===== config.mk =====
export PLATFORM = sky130hd
export DESIGN_NAME = pipelined_barrel_shifter
export DESIGN_NICKNAME = d
export VERILOG_FILES = /design/src/rtl/barrel_shift_pkg.sv /design/src/rtl/shift_stage.sv /design/src/rtl/pipelined_barrel_shifter.sv
export SDC_FILE = /design/constraint.sdc
export NUM_CORES = 1
export LEC_CHECK = 0
export CAP_MARGIN = 20
export CORE_MARGIN = 2
export CORE_UTILIZATION = 30
export DETAILED_ROUTE_END_ITERATION = 10
export GPL_ROUTABILITY_DRIVEN = 0
export PLACE_DENSITY = 0.57
export SETUP_SLACK_MARGIN = 0.2
export SLEW_MARGIN = 20
export SYNTH_ARGS = -nofsm -noshare
export SYNTH_HDL_FRONTEND = slang
export SYNTH_SLANG_ARGS = --single-unit

===== constraint.sdc =====
create_clock -name clk -period 1.76 [get_ports clk]
set_clock_uncertainty 0.2 [all_clocks]
set_input_delay 0.352 -clock clk [delete_from_list [all_inputs] [get_ports clk]]
set_output_delay 0.352 -clock clk [all_outputs]
set_load 0.05 [all_outputs]

===== src/rtl/barrel_shift_pkg.sv =====
// Shared mode encoding for the pipelined barrel shifter.
// Modes 5-7 are reserved and pass the operand through unshifted.
package barrel_shift_pkg;

    localparam int MODE_W = 3;

    typedef logic [MODE_W-1:0] mode_t;

    localparam mode_t MODE_SLL = 3'd0;
    localparam mode_t MODE_SRL = 3'd1;
    localparam mode_t MODE_SRA = 3'd2;
    localparam mode_t MODE_ROL = 3'd3;
    localparam mode_t MODE_ROR = 3'd4;

endpackage


===== src/rtl/shift_stage.sv =====
// One pipeline level: conditionally shifts by SHIFT when the matching amt bit is set,
// then registers valid/data/mode/amt whenever the stage is empty or downstream loads.
module shift_stage
    import barrel_shift_pkg::*;
#(
    parameter int WIDTH = 8,
    parameter int SHIFT = 1,
    localparam int AMT_W = $clog2(WIDTH)
) (
    input  logic             clk,
    input  logic             reset_n,
    input  logic             up_valid,
    input  logic [WIDTH-1:0] up_data,
    input  mode_t            up_mode,
    input  logic [AMT_W-1:0] up_amt,
    input  logic             down_ready,
    output logic             load,
    output logic [WIDTH-1:0] data_nxt,
    output logic             valid,
    output logic [WIDTH-1:0] data,
    output mode_t            mode,
    output logic [AMT_W-1:0] amt
);

    logic hit;

    assign hit  = |(up_amt & AMT_W'(SHIFT));
    assign load = !valid || down_ready;

    // SRA replicates the incoming MSB; earlier SRA levels have already sign-extended it.
    always_comb begin
        data_nxt = up_data;
        if (hit) begin
            case (up_mode)
                MODE_SLL: data_nxt = {up_data[WIDTH-1-SHIFT:0], {SHIFT{1'b0}}};
                MODE_SRL: data_nxt = {{SHIFT{1'b0}}, up_data[WIDTH-1:SHIFT]};
                MODE_SRA: data_nxt = {{SHIFT{up_data[WIDTH-1]}}, up_data[WIDTH-1:SHIFT]};
                MODE_ROL: data_nxt = {up_data[WIDTH-1-SHIFT:0], up_data[WIDTH-1:WIDTH-SHIFT]};
                MODE_ROR: data_nxt = {up_data[SHIFT-1:0], up_data[WIDTH-1:SHIFT]};
                default:  data_nxt = up_data;
            endcase
        end
    end

    always_ff @(posedge clk or negedge reset_n) begin
        if (!reset_n) begin
            valid <= 1'b0;
            data  <= '0;
            mode  <= '0;
            amt   <= '0;
        end else if (load) begin
            valid <= up_valid;
            data  <= data_nxt;
            mode  <= up_mode;
            amt   <= up_amt;
        end
    end

endmodule


===== src/rtl/pipelined_barrel_shifter.sv =====
// Pipelined multi-mode barrel shifter: one shift level per stage, valid/ready on both
// sides, and empty stages refill even while the output is stalled.
module pipelined_barrel_shifter
    import barrel_shift_pkg::*;
#(
    parameter int WIDTH = 8,
    localparam int AMT_W = $clog2(WIDTH)
) (
    input  logic             clk,
    input  logic             reset_n,
    input  logic             in_valid,
    output logic             in_ready,
    input  logic [WIDTH-1:0] in_data,
    input  logic [AMT_W-1:0] in_amt,
    input  logic [2:0]       in_mode,
    output logic             out_valid,
    input  logic             out_ready,
    output logic [WIDTH-1:0] out_data,
    output logic             out_zero
);

    logic [AMT_W:0]                  valid_s;
    logic [AMT_W:0][WIDTH-1:0]       data_s;
    logic [AMT_W:0][MODE_W-1:0]      mode_s;
    logic [AMT_W:0][AMT_W-1:0]       amt_s;
    logic [AMT_W-1:0][WIDTH-1:0]     nxt_s;
    logic [AMT_W-1:0]                load_s;
    logic [AMT_W-1:0]                down_rdy;
    logic                            rdy_acc;
    logic                            zero_q;

    assign valid_s[0] = in_valid;
    assign data_s[0]  = in_data;
    assign mode_s[0]  = in_mode;
    assign amt_s[0]   = in_amt;

    // Ready chain built from stage valids only, so no stage's load feeds back into itself.
    always_comb begin
        down_rdy = '0;
        rdy_acc  = out_ready;
        for (int k = AMT_W - 1; k >= 0; k--) begin
            down_rdy[k] = rdy_acc;
            rdy_acc     = rdy_acc || !valid_s[k+1];
        end
    end

    for (genvar k = 0; k < AMT_W; k++) begin : g_stage
        shift_stage #(
            .WIDTH (WIDTH),
            .SHIFT (1 << k)
        ) u_stage (
            .clk        (clk),
            .reset_n    (reset_n),
            .up_valid   (valid_s[k]),
            .up_data    (data_s[k]),
            .up_mode    (mode_s[k]),
            .up_amt     (amt_s[k]),
            .down_ready (down_rdy[k]),
            .load       (load_s[k]),
            .data_nxt   (nxt_s[k]),
            .valid      (valid_s[k+1]),
            .data       (data_s[k+1]),
            .mode       (mode_s[k+1]),
            .amt        (amt_s[k+1])
        );
    end

    // Zero flag is resolved before the last register so it lines up with out_data.
    always_ff @(posedge clk or negedge reset_n) begin
        if (!reset_n) begin
            zero_q <= 1'b0;
        end else if (load_s[AMT_W-1]) begin
            zero_q <= valid_s[AMT_W-1] && (nxt_s[AMT_W-1] == '0);
        end
    end

    assign in_ready  = load_s[0];
    assign out_valid = valid_s[AMT_W];
    assign out_data  = data_s[AMT_W];
    assign out_zero  = zero_q;

    logic unused_tail;
    assign unused_tail = ^{mode_s[AMT_W], amt_s[AMT_W], nxt_s, load_s};

endmodule


* After elaboration in Yosys (flattened, before gate mapping)
Index checks and enable logic that the tools add are counted.
** Word-level totals
- Input bits :: 18
- Register bits after elaboration :: 40
- Output and inout port bits :: 11
- Word-level logic and storage cells :: 41
** Cells by class
- Mux-type cells :: 6
- Equality and inequality tests :: 12
- Reductions and logical operators :: 12
** Operators with widths (number)
- $pmux 8 s5 :: 2
- $pmux 8 s4 :: 1
- $mux 8 :: 3
- $eq 3x2->1 const B :: 6
- $eq 3x1->1 const B :: 3
- $eq 3x3->1 const B :: 3
- $logic_not 3->1 :: 3
- $logic_not 8->1 :: 1
- $logic_not 1->1 :: 3
- $logic_or 1x1->1 :: 3
- $reduce_or 2->1 :: 1
- $logic_and 1x1->1 :: 1

* Logic depth before layout (Yosys ltp)
Gate-level depths: netlist (run 1).
- Depth in word-level cells :: 6
- Mapped depth :: 7
- Gate-level depth less buffers :: 5

* By module
Synthesis (run 1) repeated with hierarchy kept, for this count alone.
** Unflattened totals
- Cells, all modules :: 272
- Area, all modules :: 2844.0 um^2
** By module, submodules not included
- shift_stage (g_stage[1].u_stage) :: times used 1, cells each 87, area each 977.2 um^2
- shift_stage (g_stage[0].u_stage) :: times used 1, cells each 88, area each 907.1 um^2
- shift_stage (g_stage[2].u_stage) :: times used 1, cells each 89, area each 884.6 um^2
- pipelined_barrel_shifter :: times used 1, cells each 8, area each 75.1 um^2

* Worst setup path before layout (run 1)
OpenSTA, ideal clock, no wires.
- Kind :: register to register
- Start :: register g_stage[2].u_stage.valid
- End :: register g_stage[0].u_stage.mode[0]
- Data required time :: 1422 ps
- Stages on the path, launching flop included :: 7
- Slack :: -406 ps
- Arrival time :: 1828 ps
- Path buffers :: 1
- Period minus slack after synthesis :: 2166 ps
- Cell sequence :: dfrtp_1 > nor2b_1 > buf_2 > and3_1 > clkinv_1 > nand2_1 > o21ai_0
** On the way
- Longest elaborated chain between the ends :: 4
** RTL lines
- start, declared :: RTL line shift_stage.sv:19 : output logic valid,
- start signal, assigned :: RTL line shift_stage.sv:52 : valid <= up_valid;
- $logic_not 1->1 :: RTL line pipelined_barrel_shifter.sv:43 : rdy_acc = rdy_acc || !valid_s[k+1];
- $logic_or 1x1->1 (2 in series) :: RTL line pipelined_barrel_shifter.sv:43
- $logic_or 1x1->1 :: RTL line shift_stage.sv:28 : assign load = !valid || down_ready;
- via in_ready :: RTL line pipelined_barrel_shifter.sv:12 : output logic in_ready,
- end signal, assigned :: RTL line shift_stage.sv:54 : mode <= up_mode;
- end, declared :: RTL line shift_stage.sv:21 : output mode_t mode,
The timed path passes the listed nets, and every way through them passes these cells.
A chain may end at the register's enable or synchronous reset.

* Worst setup path after layout (run 1)
- Start :: register g_stage[1].u_stage.mode[1]
- End :: register zero_q, in the netlist out_zero
** On the way
- Longest elaborated chain between the ends :: 6
- Elaborated cells on any way between the ends :: 10
** RTL lines
- start, declared :: RTL line shift_stage.sv:21
- start signal, assigned :: RTL line shift_stage.sv:54
- $eq 3x2->1 or $eq 3x3->1 (tied branches) :: RTL line shift_stage.sv:34 : case (up_mode)
- $reduce_or 2->1 (no line)
- $pmux 8 s4 (*) :: RTL line shift_stage.sv:34
- $mux 8 (*) :: RTL line shift_stage.sv:33 : if (hit) begin
- $logic_not 8->1 (*) :: RTL line pipelined_barrel_shifter.sv:73 : zero_q <= valid_s[AMT_W-1] && (nxt_s[AMT_W-1] == '0);
- $logic_and 1x1->1 (*) :: RTL line pipelined_barrel_shifter.sv:73
- end signal, assigned :: RTL line pipelined_barrel_shifter.sv:73
- end, declared :: RTL line pipelined_barrel_shifter.sv:30 : logic zero_q;
Mark *: on every way between the ends. The rest lies on a longest branch, timed or not.

==> run summary, run 1 <==
The flow ran to the end, but the final reports show violations. The final reports fail on negative setup slack. The cell area that synthesis handed to floorplanning was 0.00245 sq mm. The first-iteration detailed-routing DRC count came out at 117. For this run, asynchronously set or reset flops after synthesis account for 1.00. In this run, synthesis produced a sequential element count of 37.

The clock transition at the register clock pins on the worst setup and hold paths after CTS is 80 ps. The post-synth net total came out at 305. The mux cell area share after synthesis came out at 0.0816. The adder and majority cell fraction of the synthesized area came out at 0.0122. The number of placed I/O pins came out at 29. The normalized max-slew margin came out at 0.735. The number of fill cells came out at 691. Compared with the post-synthesis result, the final layout area differs by 69.8%.

The part of the total power dissipated in the clock network is 0.177. Summed over all layers, the global routing overflow is 0. Of the total power, the share spent switching nets is 0.380. For this run, the leading register cell type out of synthesis is dfrtp_1. The floorplan step set the die height to 94.4 um. VDD sags by at most 0.000447 V. The clock net in this run drives a total of 37 sinks. In the layout the commonest cells are buf_4, nand2_1, dfrtp_1.

The count of standard-cell rows is 32. The region available for standard cell placement spans 0.00781 sq mm. The sequential cell fraction of total power is 0.303.

The cell-internal power is 2.70 mW. The initial antenna violation count is 0. The switching power summed over all nets came out at 1.66 mW. Of the total synthesized cell area, the portion taken by XOR and XNOR cells is 0.0102. The combined area of the multi-input logic cells is 0.00180 sq mm. The sequential-to-total area share from yosys stat came out at 0.377. The overall power of the completed layout came out at 4.36 mW. Once detailed placement completed, the half-perimeter wirelength came to 5080 um. During synthesis, Yosys emitted a total of 0 warnings.

The setup path with the least slack is of type register to register. The die width came out at 94.4 um. The peak clock frequency supported by timing came out at 501 MHz. For this run, design rule violations remaining after detail routing come to 0.

The simple-gate area share of the yosys netlist is 0.164. Dividing the detail-routed via count by the number of cells gives 5.14. The required time of the critical path is 1800 ps. The post-route non-filler standard cell count is 476.

The first global-routing pass estimated 11900 um of wire. The number of nets in the layout is 391. The library cell used most frequently in the layout, excluding fill and tap cells, is buf_4. The signal on the critical path passes through or2_4 -> and3_4 -> a221o_1 -> nor4bb_1 -> a32o_2. In this run the worst path has a maximum fanout of 8. The final-report max-slew violation count came out at 0. The longest individual stage delay on the worst path is 480 ps. The number of input and output port buffers inserted is 28. The data arrival at the endpoint of the critical path came out at 2040 ps. In the final layout, flip-flops and latches occupy 940 sq um. The count of flip-flops with a built-in enable after synthesis is 0. The share of total power dissipated in combinational logic is 0.520. The final period demand of the worst path came out at 2000 ps. The aggregate routed wire length is 7560 um. Setup repair after global routing could not meet its margin everywhere. The total power divided by cell area came out at 1050 mW/mm^2.

The mean instance size in the synthesized netlist is 8.55 sq um. The root buffer cell is clkbuf_8. The first-pass detailed-route iteration total is 4.

STA classifies the critical path startpoint as a register. The TritonCTS clock tree is yes. Across every metal layer, demand over resource in global routing totals 0.170. The total inserted antenna cells is 0. The initial utilization of the core area, before any placement, comes to 0.314. In the synthesized netlist, the number of instances is 287. The via count is 2449. The deepest level of the CTS H-tree is 2.

On the critical path, the stage with the largest delay is an instance of dfrtp_2. The measured slew at the worst slew-check pin came out at 398 ps. For this design the static power due to leakage is 1.78 nW.

The share of the synthesized area in compound gates (AO/OA/AOI/OAI) came out at 0.272. The area of the die is 0.00892 sq mm. Across the run, the number of max-cap violations was 0. The number of global-route vias before repair is 2383. Entering global routing, the biggest net connects 15 pins. The detail-routed net length per standard cell came out at 15.9 um. In the final layout, the share of cells above drive strength 1 is 0.529. The count of antenna-violating nets left after detailed routing is 0.

The worst-case setup margin in the final layout is -235 ps. The insertion delay to the later sink of the worst-skew pair is 300 ps. The TritonCTS buffer count came out at 5.

The deepest clock path buffer count is 2. Dividing the final minimum period by the clock period gives 1.13. The count of final setup violators is 5.

The number of endpoints with negative hold slack in the final report is 0. After synthesis, the largest family of logic cells by area is compound AO/OA/AOI/OAI gates. The worst setup path is captured at a register. The instance count after placement with tap cells included came out at 446. The synthesized netlist contains 46 unique library cells. The worst hold path belongs to the class input port to asynchronous set/reset pin.
power by group through the flow:
stage,clock (mW),combinational [mW],sequential [mW]
after floorplan,0,1.16,1.17
final,0.773,2.27,1.32
after CTS,0.781,2.07,1.29
after global placement,0,1.77,1.28
after detailed placement,0,1.78,1.28
after global routing,0.808,2.41,1.36
layout make-up:
| cell class | instances | area share |
|---|---|---|
| flip-flops and latches | 37 | 0.226 |
| clock inverters | 3 | 0.0111 |
| inverters | 8 | 0.00841 |
| well taps | 102 | 0.0306 |
| clock buffers | 5 | 0.0165 |
| repair buffers | 110 | 0.275 |
| multi-input cells | 211 | 0.432 |
critical path, delay by kind of cell, from the launching register on:
kind               cells  cell delay [ps]
DFF                    1              480
AOI/OAI and AO/OA      2              520
and+or+nand+nor        3              740
through the flow:
step / area [sq um] / hold WS, ps / util / setup slack [ps] / TNS, ps
after CTS: 3910 / 244 / 0.500 / -194 / -312
after global routing: 4170 / 259 / 0.534 / -329 / -1130
after global placement: 3370 / 13.2 / 0.431 / -394 / -6120
after detailed placement: 3370 / 11.8 / 0.431 / -423 / -6310
final: 4170 / 222 / 0.534 / -235 / -511
after floorplan: 2620 / -144 / - / -75.7 / -75.7
sequential cells by signal (all words and copies together), names as in the netlist:
signal,cells
g_stage.u_stage.data,24
g_stage.u_stage.mode,6
g_stage.u_stage.amt,3
g_stage.u_stage.valid,3
out_zero,1
worst paths after layout:
kind	startpoint	end	slack, ps	cells after the start
setup / recovery	g_stage[1].u_stage.mode[1]$_DFFE_PN0P_	out_zero$_DFFE_PN0P_	-240	5
hold / removal	reset_n	g_stage[2].u_stage.data[3]$_DFFE_PN0P_	220	2
setup reg to reg	g_stage[1].u_stage.mode[1]$_DFFE_PN0P_	out_zero$_DFFE_PN0P_	-240	5
hold reg to reg	g_stage[0].u_stage.amt[2]$_DFFE_PN0P_	g_stage[0].u_stage.amt[2]$_DFFE_PN0P_	300	2
max in group asynchronous	reset_n	g_stage[1].u_stage.amt[2]$_DFFE_PN0P_	720	3
min in group clk	g_stage[0].u_stage.amt[2]$_DFFE_PN0P_	g_stage[0].u_stage.amt[2]$_DFFE_PN0P_	300	2
routing by layer:
metal / vias to the layer above / part of all wire / global-route usage
li1: 1209 / - / -
met1: 1197 / 0.45 / 0.229
met2: 36 / 0.51 / 0.289
met3: 7 / 0.024 / 0.0239
met4: 0 / 0.012 / 0.0362
met5: - / 0 / 0
what timing repair did:
action                                  in CTS  in global routing
hold endpoints to repair                    37                  0
resized for setup                           74                 49
gates cloned                                 1                  1
hold buffers                                 1                  0
buffers inserted                            12                  7
pin swaps                                   21                 19
endpoints found under the setup margin      32                 35
kinds of logic after synthesis:
logic type	after synthesis
AOI/OAI and AO/OA	101
and+or+nand+nor	87
buffers and inverters	39
DFF	37
muxes	18
adders and majority gates	3
xor gates and xnor gates	2
cells in the mapped netlist (2+ instances only):
cell / number / area (sq um)
a21bo_2: 2 / 20.0
a21oi_1: 13 / 65.1
a221oi_1: 2 / 17.5
a222oi_1: 3 / 30.0
and2_1: 2 / 12.5
and3_1: 2 / 12.5
buf_2: 8 / 40.0
buf_4: 8 / 60.1
buf_6: 2 / 22.5
clkbuf_1: 12 / 45.0
dfrtp_1: 37 / 926
inv_1: 7 / 26.3
maj3_1: 3 / 30.0
mux2_2: 16 / 180
mux2i_1: 2 / 20.0
nand2_1: 44 / 165
nand2b_1: 7 / 43.8
nor2_1: 17 / 63.8
nor2b_1: 5 / 31.3
nor4bb_1: 2 / 20.0
o21ai_0: 34 / 170
o22a_1: 3 / 26.3
o22ai_1: 17 / 106
o2bb2ai_1: 12 / 105
o31ai_1: 3 / 22.5
o32ai_1: 2 / 17.5
or2_2: 3 / 18.8
Power figures use the tool's default switching activity.
==> run 2, diff against run 1 <==
--- a/config.mk
+++ b/config.mk
@@ -8,6 +8,7 @@
 export CAP_MARGIN = 20
 export CORE_MARGIN = 2
 export CORE_UTILIZATION = 30
+export CTS_CLUSTER_SIZE = 16
 export DETAILED_ROUTE_END_ITERATION = 10
 export GPL_ROUTABILITY_DRIVEN = 0
 export PLACE_DENSITY = 0.57
==> results of run 2 <==
The final DEF is identical to that of run 1; final timing and power are the same.
==> run 3, diff against run 2 <==
--- a/config.mk
+++ b/config.mk
@@ -6,12 +6,14 @@
 export NUM_CORES = 1
 export LEC_CHECK = 0
 export CAP_MARGIN = 20
+export CELL_PAD_IN_SITES_DETAIL_PLACEMENT = 0
+export CELL_PAD_IN_SITES_GLOBAL_PLACEMENT = 1
 export CORE_MARGIN = 2
 export CORE_UTILIZATION = 30
 export CTS_CLUSTER_SIZE = 16
 export DETAILED_ROUTE_END_ITERATION = 10
 export GPL_ROUTABILITY_DRIVEN = 0
-export PLACE_DENSITY = 0.57
+export PLACE_DENSITY = 0.69
 export SETUP_SLACK_MARGIN = 0.2
 export SLEW_MARGIN = 20
 export SYNTH_ARGS = -nofsm -noshare
==> run summary, run 3 (synthesis gave the netlist of run 1 again) <==
The flow ran to the end, but the final reports show violations. The final reports fail on negative setup slack. The final-report max-slew violation count came to 0 (unchanged). The largest driver fanout on the critical path is 5 (-3). The count of final setup violators came to 4 (-1). The deepest clock path buffer count is 2 (unchanged). The post-route non-filler standard cell count is 479 (+0.63%). The count of standard-cell rows is 32 (unchanged).

The sequential cell fraction of total power is 0.309 (+0.006). The first-pass detailed-route iteration total came out at 4 (unchanged). The type of the worst setup path is register to register.

The number of global-route vias before repair is 2472 (+3.7%). The static leakage was 1.73 nW (-2.6%). The summed negative setup slack over all endpoints came out at -467 ps (+44.4 ps). The insertion delay to the later sink of the worst-skew pair is 290 ps (about the same). More flip-flops sit in one register than any other, and that register is g_stage.u_stage.data. The clock transition at the register clock pins on the worst setup and hold paths after CTS came to 70 ps (about the same). The cell-internal power is 2.55 mW (-5.5%).

The worst hold-check slack was 276 ps (+54.4 ps). The worst-case setup margin in the final layout came out at -212 ps (+23.2 ps). The logic depth of the worst register-to-register path is 5 (unchanged). The maximum number of pins on one net before global-route repair is 38 (+23).

The total track usage is 0.174 (+0.00483). The aggregate routed wire length came out at 7770 um (+2.8%). The required time of the critical path is 1800 ps (about the same). The height of the chip is 94.4 um (unchanged).

The normalized max-slew margin came out at 0.667 (-0.0672). The ratio of final minimum period to clock period is 1.12 (-0.0132). The total inserted antenna cells came to 0 (unchanged).

The net switching fraction of the power is 0.391 (+0.0110). The post-synthesis to final-layout area growth came out at 65.5%. The TritonCTS sink count came out at 37 (unchanged). The final period demand of the worst path was 1970 ps (-23.2 ps). The first-iteration detailed-routing DRC count is 185 (+58%). In this run the critical register-to-register path is captured at out_zero$_DFFE_PN0P_.

The first-pass GRT wire length is 12300 um (+3.1%). STA classifies the critical path startpoint as a register. The number of input and output port buffers inserted came to 28 (unchanged). The logic gate share of total power is 0.552 (+0.032).

The number of placed I/O pins is 29 (unchanged). The count of antenna-violating nets left after detailed routing came to 0 (unchanged). The hold path startpoint is g_stage[0].u_stage.amt[2]$_DFFE_PN0P_. The placeable core area is 0.00781 sq mm (unchanged). The met2 routing resource usage after global routing came to 0.284 (-0.00536). The initial core utilization is 0.314 (unchanged). The area of the die is 0.00892 sq mm (unchanged).

The count of max-cap constraint violations is 0 (unchanged). Setup repair after global routing could not meet its margin everywhere. The detailed-placement wirelength estimate came out at 5070 um (about the same). The number of nets in the layout is 394 (+0.77%). The met3 track utilization from global routing is 0.0271 (+0.00319). The flip-flop count of the largest register, all copies and words added was 24 (unchanged). The post-detailed-route via-to-cell ratio was 5.17 (+0.47%). The end point of the most critical hold path is g_stage[0].u_stage.amt[2]$_DFFE_PN0P_. The slack of the worst reg-to-reg path is -210 ps (+20 ps). The via count was 2476 (+1.1%).

The die width came out at 94.4 um (unchanged). The type of the tightest min-delay check is register to register. The number of endpoints with negative hold slack in the final report was 0 (unchanged). The worst setup path is captured at a register. The detail-routed net length per standard cell is 16.2 um (+2.1%). The TritonCTS buffer count is 5 (unchanged). The part of the total power dissipated in the clock network is 0.140 (-0.037). The switching power summed over all nets came out at 1.64 mW (-0.97%). The instance count after placement with tap cells included is 444 (-0.45%).

The data arrival at the endpoint of the critical path is 2010 ps (-30 ps). The total power divided by cell area came out at 1030 mW/mm^2 (-1.2%). In this run the most used layer during global routing was met2. The met1 routing resource usage after global routing is 0.244 (+0.0150). The initial antenna violation count was 0 (unchanged). The worst hold path stage count came out at 2. In this run the critical register-to-register path is launched from g_stage[1].u_stage.mode[1]$_DFFE_PN0P_.

The deepest level of the CTS H-tree came out at 2 (unchanged). Leaving out fill and tap cells, the most frequent cells in the layout are buf_4, nand2_1, dfrtp_1. The remaining global-route overflow came out at 0 (unchanged). The library cell used most frequently in the layout, excluding fill and tap cells, is buf_4.

The remaining routing DRC violations is 0 (unchanged). The peak clock frequency supported by timing was 507 MHz (+1.2%). TritonCTS built the clock tree.

Clock tree synthesis selected as its root buffer the cell clkbuf_8. The largest registers in the layout are g_stage.u_stage.data (24), g_stage.u_stage.mode (6). The maximum vdd ir drop was 0.000440 V (-1.5%).

The measured slew at the worst slew-check pin came to 499 ps (+101 ps). The fraction of final layout cells with drive strength greater than 1 is 0.520 (-0.00952).
[run 3: final cells by class]
class                           instances  area, sq um
Fill cell                             711         3750
Multi-Input combinational cell        212         1780
Timing Repair Buffer                  112         1090
Sequential cell                        37          936
Tap cell                              102          128
Clock buffer                            6         72.6
Inverter                                8         37.5
Clock inverter                          2         10.0
[run 3: through the flow]
step / setup slack [ps] / util / instance area, sq um / total power, mW
6_report: -212 / 0.520 / 4060 / 4.19
3_3_place_gp: -418 / 0.428 / 3340 / 3.04
4_1_cts: -179 / 0.482 / 3760 / 3.95
5_1_grt: -268 / 0.520 / 4060 / 4.43
2_1_floorplan: -75.7 / - / 2620 / 2.34
3_5_place_dp: -446 / 0.428 / 3340 / 3.07
[run 3: worst max-delay path by stage]
stage / end / from / slack (ps) / depth (start not counted)
final: out_zero$_DFFE_PN0P_ / g_stage[1].u_stage.mode[1]$_DFFE_PN0P_ / -210 / 5
after global routing: out_zero$_DFFE_PN0P_ / g_stage[1].u_stage.mode[0]$_DFFE_PN0P_ / -270 / 5
after CTS: out_zero$_DFFE_PN0P_ / g_stage[1].u_stage.mode[1]$_DFFE_PN0P_ / -180 / 6
after detailed placement: g_stage[0].u_stage.data[0]$_DFFE_PN0P_ / in_mode[1] / -450 / 6
after global placement: g_stage[0].u_stage.data[3]$_DFFE_PN0P_ / in_mode[1] / -420 / 7
after floorplan: out_zero$_DFFE_PN0P_ / g_stage[1].u_stage.mode[0]$_DFFE_PN0P_ / -80 / 7
[run 3: metal layers]
layer / wire [um] / up-vias
met4: 121 / 0
met3: 317 / 12
li1: - / 1213
met1: 3620 / 1190
met5: 0 / -
met2: 3720 / 61
[run 3: repair_timing]
| action | CTS | global route |
|---|---|---|
| gates cloned | 0 | 2 |
| buffers inserted | 16 | 8 |
| setup endpoints to repair | 34 | 31 |
| hold buffers | 1 | 0 |
| pin swaps | 26 | 14 |
| endpoints found under the hold margin | 37 | 0 |
| gates resized for setup | 65 | 56 |
[run 3: critical path, cell delays in order, from the launching register on]
cell	delay, ps
dfrtp_2	440
or2_4	290
and3_4	170
a221o_1	310
nor4bb_2	300
a32o_2	200
[run 3: power by group through the flow]
stage	Combinational, mW	Sequential, mW	Clock (mW)
CTS	2.07	1.28	0.602
floorplan	1.16	1.17	0
finish	2.31	1.29	0.586
global placement	1.77	1.28	0
detailed placement	1.78	1.29	0
global route	2.46	1.33	0.642
